**config.mk**
```make
export PLATFORM = sky130hd
export DESIGN_NAME = hub75_fb_mem_arb
export DESIGN_NICKNAME = d
export VERILOG_FILES = /design/src/rtl/hub75_pkg.sv /design/src/rtl/hub75_arb_wr_fifo.sv /design/src/rtl/hub75_fb_mem_arb.sv
export SDC_FILE = /design/constraint.sdc
export NUM_CORES = 1
export LEC_CHECK = 0
export BUFFER_PORTS_ARGS = -buffer_cell sky130_fd_sc_hd__buf_2
export CAP_MARGIN = 0
export CORE_MARGIN = 5
export CORE_UTILIZATION = 38
export DETAILED_ROUTE_END_ITERATION = 7
export HOLD_SLACK_MARGIN = 0.08
export PLACE_DENSITY = 0.77
export SYNTH_ARGS = -nofsm -noshare
export SYNTH_HDL_FRONTEND = slang
export SYNTH_SLANG_ARGS = --single-unit
```
**constraint.sdc**
```tcl
create_clock -name clk_2x -period 1.97 [get_ports clk_2x]
set_input_delay 0 -clock clk_2x [delete_from_list [all_inputs] [get_ports clk_2x]]
set_output_delay 0 -clock clk_2x [all_outputs]
set_load 0.01 [all_outputs]
```
**src/rtl/hub75_pkg.sv**
```systemverilog
// Shared types for the HUB75 framebuffer memory arbiter.
package hub75_pkg;

  localparam int ARB_DW = 32;

  typedef enum logic [2:0] {
    ARB_IDLE     = 3'd0,
    ARB_RD       = 3'd1,
    ARB_RD_DRAIN = 3'd2,
    ARB_WR       = 3'd3,
    ARB_WR_DRAIN = 3'd4
  } arb_state_e;

  function automatic int ptr_w(input int depth);
    return (depth > 1) ? $clog2(depth) : 1;
  endfunction

endpackage

```
**src/rtl/hub75_arb_wr_fifo.sv**
```systemverilog
// Synchronous write-buffer FIFO; DEPTH must be 1 or a power of two.
module hub75_arb_wr_fifo
  import hub75_pkg::*;
#(
  parameter int DEPTH = 4,
  parameter int W     = 56
) (
  input  logic         clk_2x,
  input  logic         rst,
  input  logic         push_i,
  input  logic [W-1:0] din_i,
  input  logic         pop_i,
  output logic [W-1:0] dout_o,
  output logic         full_o,
  output logic         empty_o
);

  localparam int PW    = ptr_w(DEPTH);
  localparam int CW    = PW + 1;
  localparam int SLOTS = 2 ** PW;

  logic [W-1:0]  mem_q [SLOTS];
  logic [PW-1:0] wptr_q, wptr_d, rptr_q, rptr_d;
  logic [CW-1:0] cnt_q, cnt_d;
  logic          push_ok, pop_ok;

  function automatic logic [PW-1:0] ptr_inc(input logic [PW-1:0] p);
    return (p == PW'(DEPTH - 1)) ? '0 : p + PW'(1);
  endfunction

  assign full_o  = (cnt_q == CW'(DEPTH));
  assign empty_o = (cnt_q == '0);
  assign push_ok = push_i & ~full_o;
  assign pop_ok  = pop_i & ~empty_o;
  assign dout_o  = mem_q[rptr_q];

  always_comb begin
    wptr_d = push_ok ? ptr_inc(wptr_q) : wptr_q;
    rptr_d = pop_ok  ? ptr_inc(rptr_q) : rptr_q;
    cnt_d  = cnt_q;
    case ({push_ok, pop_ok})
      2'b10:   cnt_d = cnt_q + CW'(1);
      2'b01:   cnt_d = cnt_q - CW'(1);
      default: cnt_d = cnt_q;
    endcase
  end

  always_ff @(posedge clk_2x) begin
    if (rst) begin
      wptr_q <= '0;
      rptr_q <= '0;
      cnt_q  <= '0;
    end else begin
      wptr_q <= wptr_d;
      rptr_q <= rptr_d;
      cnt_q  <= cnt_d;
    end
  end

  always_ff @(posedge clk_2x) begin
    if (push_ok) mem_q[wptr_q] <= din_i;
  end

endmodule

```
**src/rtl/hub75_fb_mem_arb.sv**
```systemverilog
// Arbitrates the QPI memory between framebuffer read bursts and buffered single-word writes.
// Define HUB75_ARB_WR_FIFO_EN for a WR_FIFO_DEPTH-entry write FIFO; otherwise one holding register.
module hub75_fb_mem_arb
  import hub75_pkg::*;
#(
  parameter int AW            = 24,
  parameter int WR_MAX_WAIT   = 64,
  parameter int WR_FIFO_DEPTH = 4
) (
  input  logic              clk_2x,
  input  logic              rst,
  input  logic [AW-1:0]     fb_addr,
  input  logic              fb_do_read,
  output logic [ARB_DW-1:0] fb_rdata,
  output logic              fb_next_word,
  output logic              fb_is_idle,
  input  logic [AW-1:0]     wr_addr,
  input  logic [ARB_DW-1:0] wr_data,
  input  logic              wr_valid,
  output logic              wr_ready,
  output logic [AW-1:0]     mem_addr,
  output logic [ARB_DW-1:0] mem_wdata,
  output logic              mem_do_read,
  output logic              mem_do_write,
  input  logic [ARB_DW-1:0] mem_rdata,
  input  logic              mem_next_word,
  input  logic              mem_is_idle
);

`ifdef HUB75_ARB_WR_FIFO_EN
  localparam int BUF_DEPTH = WR_FIFO_DEPTH;
`else
  localparam int BUF_DEPTH = 1;
`endif
  localparam int WCW = $clog2(WR_MAX_WAIT + 1);

  arb_state_e            state_q, state_d;
  logic [WCW-1:0]        wait_q, wait_d;
  logic [AW+ARB_DW-1:0]  head;
  logic                  buf_full, buf_empty, buf_pop, starve;

  assign buf_pop  = (state_q == ARB_WR) & mem_next_word;
  assign wr_ready = ~buf_full;
  assign starve   = (wait_q == WCW'(WR_MAX_WAIT));
  assign fb_rdata = mem_rdata;

  hub75_arb_wr_fifo #(
    .DEPTH (BUF_DEPTH),
    .W     (AW + ARB_DW)
  ) u_wr_fifo (
    .clk_2x  (clk_2x),
    .rst     (rst),
    .push_i  (wr_valid),
    .din_i   ({wr_addr, wr_data}),
    .pop_i   (buf_pop),
    .dout_o  (head),
    .full_o  (buf_full),
    .empty_o (buf_empty)
  );

  always_comb begin
    state_d      = state_q;
    mem_do_read  = 1'b0;
    mem_do_write = 1'b0;
    fb_next_word = 1'b0;
    fb_is_idle   = 1'b0;
    mem_addr     = fb_addr;
    mem_wdata    = head[ARB_DW-1:0];
    case (state_q)
      ARB_IDLE: begin
        fb_is_idle = mem_is_idle;
        if (fb_do_read && !starve)           state_d = ARB_RD;
        else if (!buf_empty && mem_is_idle)  state_d = ARB_WR;
      end
      ARB_RD: begin
        fb_is_idle   = mem_is_idle;
        mem_do_read  = fb_do_read;
        fb_next_word = mem_next_word;
        if (!fb_do_read) state_d = ARB_RD_DRAIN;
      end
      ARB_RD_DRAIN: begin
        // Controller may still deliver the last word after the request drops.
        fb_is_idle   = mem_is_idle;
        fb_next_word = mem_next_word;
        if (mem_is_idle) state_d = ARB_IDLE;
      end
      ARB_WR: begin
        mem_do_write = 1'b1;
        mem_addr     = head[AW+ARB_DW-1:ARB_DW];
        if (mem_next_word) state_d = ARB_WR_DRAIN;
      end
      ARB_WR_DRAIN: begin
        if (mem_is_idle) state_d = ARB_IDLE;
      end
      default: state_d = ARB_IDLE;
    endcase
    // Requests must drop in the reset cycle itself, not one cycle later.
    if (rst) begin
      mem_do_read  = 1'b0;
      mem_do_write = 1'b0;
      fb_next_word = 1'b0;
    end
  end

  always_comb begin
    wait_d = wait_q;
    if (state_d == ARB_WR && state_q != ARB_WR)
      wait_d = '0;
    else if (!buf_empty && state_q != ARB_WR && !starve)
      wait_d = wait_q + WCW'(1);
  end

  always_ff @(posedge clk_2x) begin
    if (rst) begin
      state_q <= ARB_IDLE;
      wait_q  <= '0;
    end else begin
      state_q <= state_d;
      wait_q  <= wait_d;
    end
  end

endmodule
```
Word-level counts from Yosys, hierarchy flattened:

Memories as Yosys holds them, arrays and structs flattened. A register that Yosys moved wholly into a read port is not among the register bits.
Cells that the tools add are included.

* $add $sub $neg: 5
* mux-type cells: 21
* bitwise logic cells: 5
* reduce and logical (&&, ||, !) cells: 14
* equality and inequality tests: 10

Operators by type and width (number)
* 2-to-1 mux 24 bit: 1
* 2-to-1 mux 3 bit: 5
* 2-to-1 mux 1 bit: 13
* one-hot mux 3 bit (4 select lines): 1
* equality test 3 x 2 -> 1 bit (second input constant): 3
* adder 7 x 1 -> 7 bit (second input constant): 1
* equality test 7 bit (second input constant): 1
* OR reduction 2 bit: 3
* logical AND 1 bit: 5
* equality test 2 x 1 -> 1 bit (second input constant): 2
* one-hot mux 2 bit (2 select lines): 1
* AND 1 bit: 3
* equality test 3 x 1 -> 1 bit (second input constant): 1
* equality test 3 bit (second input constant): 1
* zero test 3 bit: 1
* inequality test 3 x 2 -> 1 bit (second input constant): 1
* OR reduction 3 bit: 1
* adder 1 bit (second input constant): 2
* adder 2 x 1 -> 2 bit (second input constant): 1
* equality test 2 bit (second input constant): 1
* zero test 1 bit: 2
* zero test 2 bit: 1
* NOT 1 bit: 2
* nonzero test 2 bit: 1
* subtractor 2 x 1 -> 2 bit (second input constant): 1

* word-level logic and storage cells: 61
* output and inout port bits: 93
* bits in writable memories: 112
* memories: 1
* bits in registers: 14
* input port bits: 118

Memory list
* u_wr_fifo.mem_q: words 2, width 56, rd ports 1, clocked after memory_dff 1, wr ports 1, RTL line hub75_arb_wr_fifo.sv:22 `logic [W-1:0] mem_q [SLOTS];`

Longest topological paths before layout:

Gate-level depths: netlist (run 1).

* word-level depth: 9
* mapped depth: 8
* depth with buffers taken out: 8

Modules after synthesis:

Synthesis (run 1) repeated with hierarchy kept, for this count alone.

* cell total of the unflattened synthesis: 255
* area, all modules: 3004.1 um^2

Modules (own cells, without submodules)
* hub75_arb_wr_fifo: area an instance 1826.8 um^2, seq. area each 1721.7 um^2, instances 1, cells an instance 72
* hub75_fb_mem_arb: area an instance 1177.4 um^2, seq. area each 200.2 um^2, instances 1, cells an instance 183

Worst setup path before layout (run 1):

Ideal clock, no wire load.

* path kind: reg2reg
* from: reg u_wr_fifo.cnt_q[1]
* to: mem u_wr_fifo.mem_q[0][0], enable pin
* arrival time: 1.794 ns
* path slack: -0.234 ns
* setup time: 0.410 ns
* data required time: 1.560 ns
* path buffers: 0
* period minus slack after synthesis: 2.204 ns
* cell stages (with the launch flop): 6
* path through: dfxtp_1 > inv_1 > ha_1 > inv_1 > nand2_1 > inv_1

* word-level cells in the longest chain between the ends: 5

RTL lines
* from (decl): RTL line hub75_arb_wr_fifo.sv:24 `logic [CW-1:0] cnt_q, cnt_d;`
* from (signal assigned): RTL line hub75_arb_wr_fifo.sv:56 `cnt_q <= cnt_d;`
* equality test 2 x 1 -> 1 bit: RTL line hub75_arb_wr_fifo.sv:31 `assign full_o = (cnt_q == CW'(DEPTH));`
* NOT 1 bit
* via wr_ready: RTL line hub75_fb_mem_arb.sv:20 `output logic wr_ready,`
* AND 1 bit: RTL line hub75_arb_wr_fifo.sv:33 `assign push_ok = push_i & ~full_o;`
* via u_wr_fifo.push_ok: RTL line hub75_arb_wr_fifo.sv:25 `logic push_ok, pop_ok;`
* 2-to-1 mux 1 bit: RTL line hub75_arb_wr_fifo.sv:61 `if (push_ok) mem_q[wptr_q] <= din_i;`
* 2-to-1 mux 1 bit (not written as such): RTL line hub75_arb_wr_fifo.sv:61
* to (decl): RTL line hub75_arb_wr_fifo.sv:22

The timed path passes the listed nets, and every way through them passes these cells.

Worst setup path in the final report (run 1):

* from: reg state_q[1]
* to: out mem_addr[9]

* word-level cells in the longest chain between the ends: 2

RTL lines
* from (decl): RTL line hub75_fb_mem_arb.sv:37 `arb_state_e state_q, state_d;`
* from (signal assigned): RTL line hub75_fb_mem_arb.sv:118 `state_q <= state_d;`
* equality test 3 x 2 -> 1 bit: RTL line hub75_fb_mem_arb.sv:69 `case (state_q)`
* 2-to-1 mux 24 bit: RTL line hub75_fb_mem_arb.sv:69
* to (decl): RTL line hub75_fb_mem_arb.sv:21 `output logic [AW-1:0] mem_addr,`

Every way passes these cells.

==> results.toml, run 1 <==
[sta]
relSlewSlack = 0.705
tightest_slew_ns = 0.440
rsz0062_at_grt = "no"
setup_ws_ns = 0.142
fin_setup_tns_ns = 0
whs_ns = 0.129
finalCritPeriodShare = 0.928
layout_min_cycle_time_ns = 1.83
hold_viol = 0
fin_worst_skew_ns = 0.0120
fmax_mhz = 547
setup_violations = 0
timing.final.max_slew_violations = 0

[routing]
wl_per_cell_um = 14.8
wl_mm = 8.51
drcViolationCount = 0
viasPerCell = 4.61
drtIter0Drc = 69
firstDrtPassIters = 4
drtAntennaViolNets = 0
vias = 2656

[synth]
synth_top_area_frac = 0.527
synth_edf_count = 56
synth_area_um2 = 3190
yosys_warnings = 0
syn_inst = 285
synth_compound_area_frac = 0.0263
syn_area_per_cell_um2 = 11.2
synthXorXnorAreaFrac = 0.0220
ys_ff_latch = 68
synthFlopType = "edfxtp_1"
synth_fp_nets = 408
synthTopCellsByArea = "edfxtp_1 53%, buf_4 15%, nand2_1 8.7%"
synthMuxAreaShare = 0.00628
ys_seq_area_frac = 0.603
synthSimpleGateAreaFrac = 0.151
yosys.area.top_type = "edfxtp_1"
synth_top_family_by_area = "buffers and inverters"
ys_types = 32
synth_fa_ha_area_frac = 0.0196
async_flop_share = 0

[floorplanning]
start_util = 0.388
num_io_pins = 211
coreArea_um2 = 8220
rows = 33
design.die.area_um2 = 10300
fp.dieH_um = 102
die_x_um = 102

[cts]
htree_levels = 3
cts_tree = "built"
clock_path_buffers = 2
cts_root_buffer = "clkbuf_8"
clock_latency_ns = 0.34
post_cts_buffers = 0
cts.sinks = 68
clk_pin_slew_ns = 0.07
numCtsBuffers = 9

[critical_path]
crit_type = "flop to primary output"
reg2reg_to = "wait_q[3]$_SDFFE_PP0P_"
arrival_ns = 1.83
rrSetupSlack_ns = 0.22
start_kind = "flop"
end_kind = "primary output"
cp-startpoint = "state_q[1]$_SDFF_PP0_"
r2r_cells = 5
worstReg2RegStart = "u_wr_fifo.cnt_q[0]$_SDFFE_PP0P_"
critPathCapture = "mem_addr[9]"
path_max_fanout = 16
worstPathRequired_ns = 1.97

[hold_path]
hp-class = "primary input to flop"

[placed_design]
dp_hpwl_mm = 5.33
port_buffers = 146
pre_cts_ws_ns = 0.243
placed_cell_area_um2 = 3590
gp_congestion = 0.834

[global_routing]
grt_max_degree = 44
grt_pass1_wl_mm = 12.6
overflow = 0
antenna_found_initial = 0
grt_usage = 0.159
first_global_vias = 2752

[final_layout]
fill_cells = 647
syn_to_final_growth_pct = 48.6
antennaDiodeCount = 0
drive_above_1_share = 0.363
fin_util = 0.577
final_nets = 589
fin_area_um2 = 4740
multi_input_area_um2 = 717
layout.area.seq_um2 = 1920

[run_status]
status = "finished, final reports clean"

[flow_run]
cap_viol_max_count = 0

[power_and_ir_drop]
irDropWorstVdd_mv = 0.508
p_leak_nw = 2.11
powerDensity_nw_per_um2 = 823
==> power by group <==
part	total [W]	switching, W	leakage [nW]	internal (W)
logic	0.000740	0.000370	1.36	0.000370
clock network	0.00137	0.000527	0.117	0.000844
registers	0.00179	0.0000651	0.638	0.00172
==> stage by stage <==
step	power (W)	cells
final	0.00390	576
after floorplan	0.00226	285
after global placement	0.00237	469
after CTS	0.00393	576
after global routing	0.00407	576
after detailed placement	0.00239	469
==> how the worst min path moves through the flow <==
stage                       start               endpoint  slack [ns]  cells after the start
detailed placement  mem_rdata[26]           fb_rdata[26]     0.00007                      0
finish                mem_is_idle  state_q[0]$_SDFF_PP0_        0.13                      4
global placement    mem_rdata[26]           fb_rdata[26]     0.00007                      0
CTS                   mem_is_idle  state_q[0]$_SDFF_PP0_        0.12                      4
global route          mem_is_idle  state_q[1]$_SDFF_PP0_        0.15                      5
floorplan            mem_rdata[0]            fb_rdata[0]        0.09                      1
==> layout make-up <==
cell class,instances,area share
Timing Repair Buffer,242,0.357
Multi-Input combinational cell,136,0.151
Clock buffer,10,0.0269
Sequential cell,68,0.406
Tap cell,105,0.0277
Clock inverter,6,0.0235
Inverter,9,0.00792
==> cell usage after synthesis (3+ instances only) <==
| library cell | instances |
|---|---|
| nor2_1 | 12 |
| ha_1 | 5 |
| buf_2 | 5 |
| buf_4 | 64 |
| dfxtp_1 | 12 |
| inv_1 | 9 |
| edfxtp_1 | 56 |
| a21oi_1 | 6 |
| xnor2_1 | 6 |
| nor4_1 | 4 |
| clkbuf_1 | 3 |
| nand2_1 | 74 |
| nor3_1 | 4 |
==> layout by cell type (no fill, tap or decap), drive strengths merged <==
cell type / instances
or3: 1
and3b: 1
nand3: 1
a21oi: 6
o21ai: 1
bufinv: 3
a211oi: 2
nand2b: 2
a211o: 1
xor2: 2
nand2: 74
clkinv: 1
inv: 9
clkbuf: 10
mux2i: 2
dlygate4sd3: 91
nand3b: 1
o21bai: 1
nor2: 12
clkinvlp: 2
nand4b: 2
ha: 5
nor2b: 2
nor4b: 2
buf: 151
nor3: 4
o21a: 1
nor4: 4
edfxtp: 56
nor3b: 1
xnor2: 6
a31oi: 1
dfxtp: 12
or4: 1
==> flip-flops by register name, summed over array words and instances (netlist names) <==
| name | flops |
|---|---|
| state_q | 3 |
| u_wr_fifo.cnt_q | 2 |
| u_wr_fifo.mem_q | 56 |
| wait_q | 7 |
==> logic make-up after synthesis <==
group | count (synthesis)
simple gates | 108
xor+xnor | 8
buf+inv | 81
mux | 2
compound gates | 13
flops | 68
fa+ha+maj | 5
==> critical path, cell delays in order, from the launching register on <==
cell and delay [ns]:
dfxtp_1 0.55, and3b_1 0.37, buf_4 0.27, nand2_1 0.08, nand2_1 0.08, buf_2 0.14
==> metal layers <==
metal	up-vias	share of wire	global-route usage
met5	-	0	0
met4	0	0.025	0.0838
met3	27	0.11	0.0461
met2	180	0.53	0.299
met1	1199	0.34	0.156
li1	1250	-	-
==> timing repair <==
action / 4_1_cts / 5_1_grt
gates resized for setup: 0 / 1
endpoints found under the setup margin: 0 / 2
hold endpoints to repair: 93 / 0
hold buffers: 91 / 0
(Power assumes the default switching activity.)
==> inputs of run 2 (changes only) <==
- CORE_UTILIZATION: 38 -> 37
- PLACE_DENSITY: 0.77 -> 0.76
- SYNTH_HIERARCHICAL: not set -> 1
==> results.toml, run 2 <==
[floorplanning]
design.die.area_um2 = 10000
rows = 32
num_io_pins = 211
die_x_um = 100
coreArea_um2 = 7810
start_util = 0.385
fp.dieH_um = 100

[routing]
wl_per_cell_um = 16.6
drcViolationCount = 0
firstDrtPassIters = 4
drtAntennaViolNets = 0
vias = 2636
viasPerCell = 4.56
drtIter0Drc = 136
wl_mm = 9.59

[sta]
fin_setup_tns_ns = 0
fmax_mhz = 566
tightest_slew_ns = 0.478
hold_viol = 0
setup_violations = 0
rsz0062_at_grt = "no"
relSlewSlack = 0.679
timing.final.max_slew_violations = 0
setup_ws_ns = 0.204
finalCritPeriodShare = 0.897
layout_min_cycle_time_ns = 1.77
fin_worst_skew_ns = 0.00778

[synth]
yosys.area.top_type = "edfxtp_1"
synth_edf_count = 56
ys_seq_area_frac = 0.640
synth.most_common_cell = "nand2_1"
syn_inst = 255
synth_fp_nets = 378
async_flop_share = 0
synthFlopType = "edfxtp_1"
syn_area_per_cell_um2 = 11.8
yosys_warnings = 6
ys_ff_latch = 68
synthTopCellsByArea = "edfxtp_1 56%, nand2_1 9.4%, buf_4 8.2%"
synth_area_um2 = 3000
synth.top_cells.by_count = "75 x nand2_1, 56 x edfxtp_1, 33 x buf_4"
synth_top_area_frac = 0.560
ys_types = 35

[placed_design]
port_buffers = 146
dp_hpwl_mm = 6.35
pre_cts_ws_ns = 0.233
gp_congestion = 0.752

[final_layout]
drive_above_1_share = 0.372
largest_reg_flops = 56
layout_common_cells = "146 x buf_2, 91 x dlygate4sd3_1, 75 x nand2_1"
regMostFlops = "u_wr_fifo/mem_q"
fin_util = 0.618
antennaDiodeCount = 0
layout_commonest_cell = "buf_2"
final_nets = 594
syn_to_final_growth_pct = 60.5
reg_top3 = "u_wr_fifo/mem_q (56), wait_q (7), state_q (3)"

[critical_path]
r2r_cells = 6
critPathCapture = "u_wr_fifo/cnt_q[1]$_SDFFE_PP0P_"
end_kind = "flop"
arrival_ns = 2.02
rrSetupSlack_ns = 0.20
cp-startpoint = "state_q[1]$_SDFF_PP0_"
path_max_fanout = 10
start_kind = "flop"
reg2reg_to = "u_wr_fifo/cnt_q[1]$_SDFFE_PP0P_"
worstPathRequired_ns = 2.22
crit_type = "flop to flop"
worstReg2RegStart = "state_q[1]$_SDFF_PP0_"

[power_and_ir_drop]
powerDensity_nw_per_um2 = 822
irDropWorstVdd_mv = 0.797
p_leak_nw = 2.14

[hold_path]
hp-class = "primary input to flop"

[global_routing]
grt_usage = 0.185
first_global_vias = 2884
overflow = 0
antenna_found_initial = 0
grt_pass1_wl_mm = 14.2
grt_max_degree = 27

[cts]
clock_path_buffers = 2
clock_latency_ns = 0.33
clk_pin_slew_ns = 0.07
cts.sinks = 68
numCtsBuffers = 9
cts_root_buffer = "clkbuf_8"
htree_levels = 3
cts_resized = 0
cts_tree = "built"

[run_status]
status = "finished, final reports clean"

[flow_run]
cap_viol_max_count = 0
run 2: cells by family after synthesis:
family	share of synthesized area
buf+inv	0.104
compound gates	0.0450
flops	0.640
fa+ha+maj	0.0208
mux	0.00666
xor+xnor	0.0204
simple gates	0.163
run 2: final cells by class:
class | count | area, µm²
clock buffers | 10 | 128
clock inverters | 6 | 111
fillers | 603 | 2990
inverters | 9 | 37.5
multi-input cells | 138 | 769
flip-flops and latches | 68 | 1920
well taps | 102 | 128
repair buffers | 245 | 1730
run 2: critical path: stages, from the launching register on:
cell,delay [ns]
dfxtp_1,0.52
and3b_1,0.25
and2_1,0.15
nor2b_1,0.15
ha_1,0.28
nor2b_1,0.16
a211oi_2,0.18
run 2: how the worst min path moves through the flow:
| stage | cells past startpoint | slack, ns | end | startpoint |
|---|---|---|---|---|
| after floorplan | 1 | 0.05 | mem_do_write | rst |
| after detailed placement | 0 | 0.00007 | fb_rdata[12] | mem_rdata[12] |
| final | 4 | 0.11 | state_q[1]$_SDFF_PP0_ | fb_do_read |
| after global placement | 0 | 0.00007 | fb_rdata[12] | mem_rdata[12] |
| after global routing | 4 | 0.12 | state_q[1]$_SDFF_PP0_ | fb_do_read |
| after CTS | 4 | 0.1 | state_q[1]$_SDFF_PP0_ | fb_do_read |
run 2: report_power, final:
group          total, W  switching [W]  internal, W  leakage (nW)
clock           0.00138       0.000532     0.000844         0.117
sequential      0.00178      0.0000586      0.00173         0.638
combinational  0.000805       0.000411     0.000395          1.38
total           0.00397        0.00100      0.00296          2.14
run 2: timing repair:
item                                    CTS  global route
endpoints found under the hold margin    92             0
endpoints found under the setup margin    0             0
setup buffers                             0             0
hold buffers                             91             0
run 2: per-stage QoR:
| step | cells | power (W) | cell area, µm² | hold slack [ns] |
|---|---|---|---|---|
| 3_3_place_gp | 471 | 0.00243 | 3670 | 0.0000749 |
| 3_5_place_dp | 471 | 0.00245 | 3670 | 0.0000749 |
| 6_report | 578 | 0.00397 | 4820 | 0.106 |
| 4_1_cts | 578 | 0.00400 | 4820 | 0.0961 |
| 5_1_grt | 578 | 0.00415 | 4820 | 0.118 |
| 2_1_floorplan | 255 | 0.00221 | 3010 | 0.0475 |
run 2: metal layers:
metal  wire length, µm  part of all wire  GRT usage  up-vias
li1                  -                 -          -     1265
met1              3200              0.33      0.178     1192
met2              5150              0.54      0.350      159
met3               948             0.099     0.0584       20
met4               288             0.030     0.0964        0
met5                 0                 0          0        -
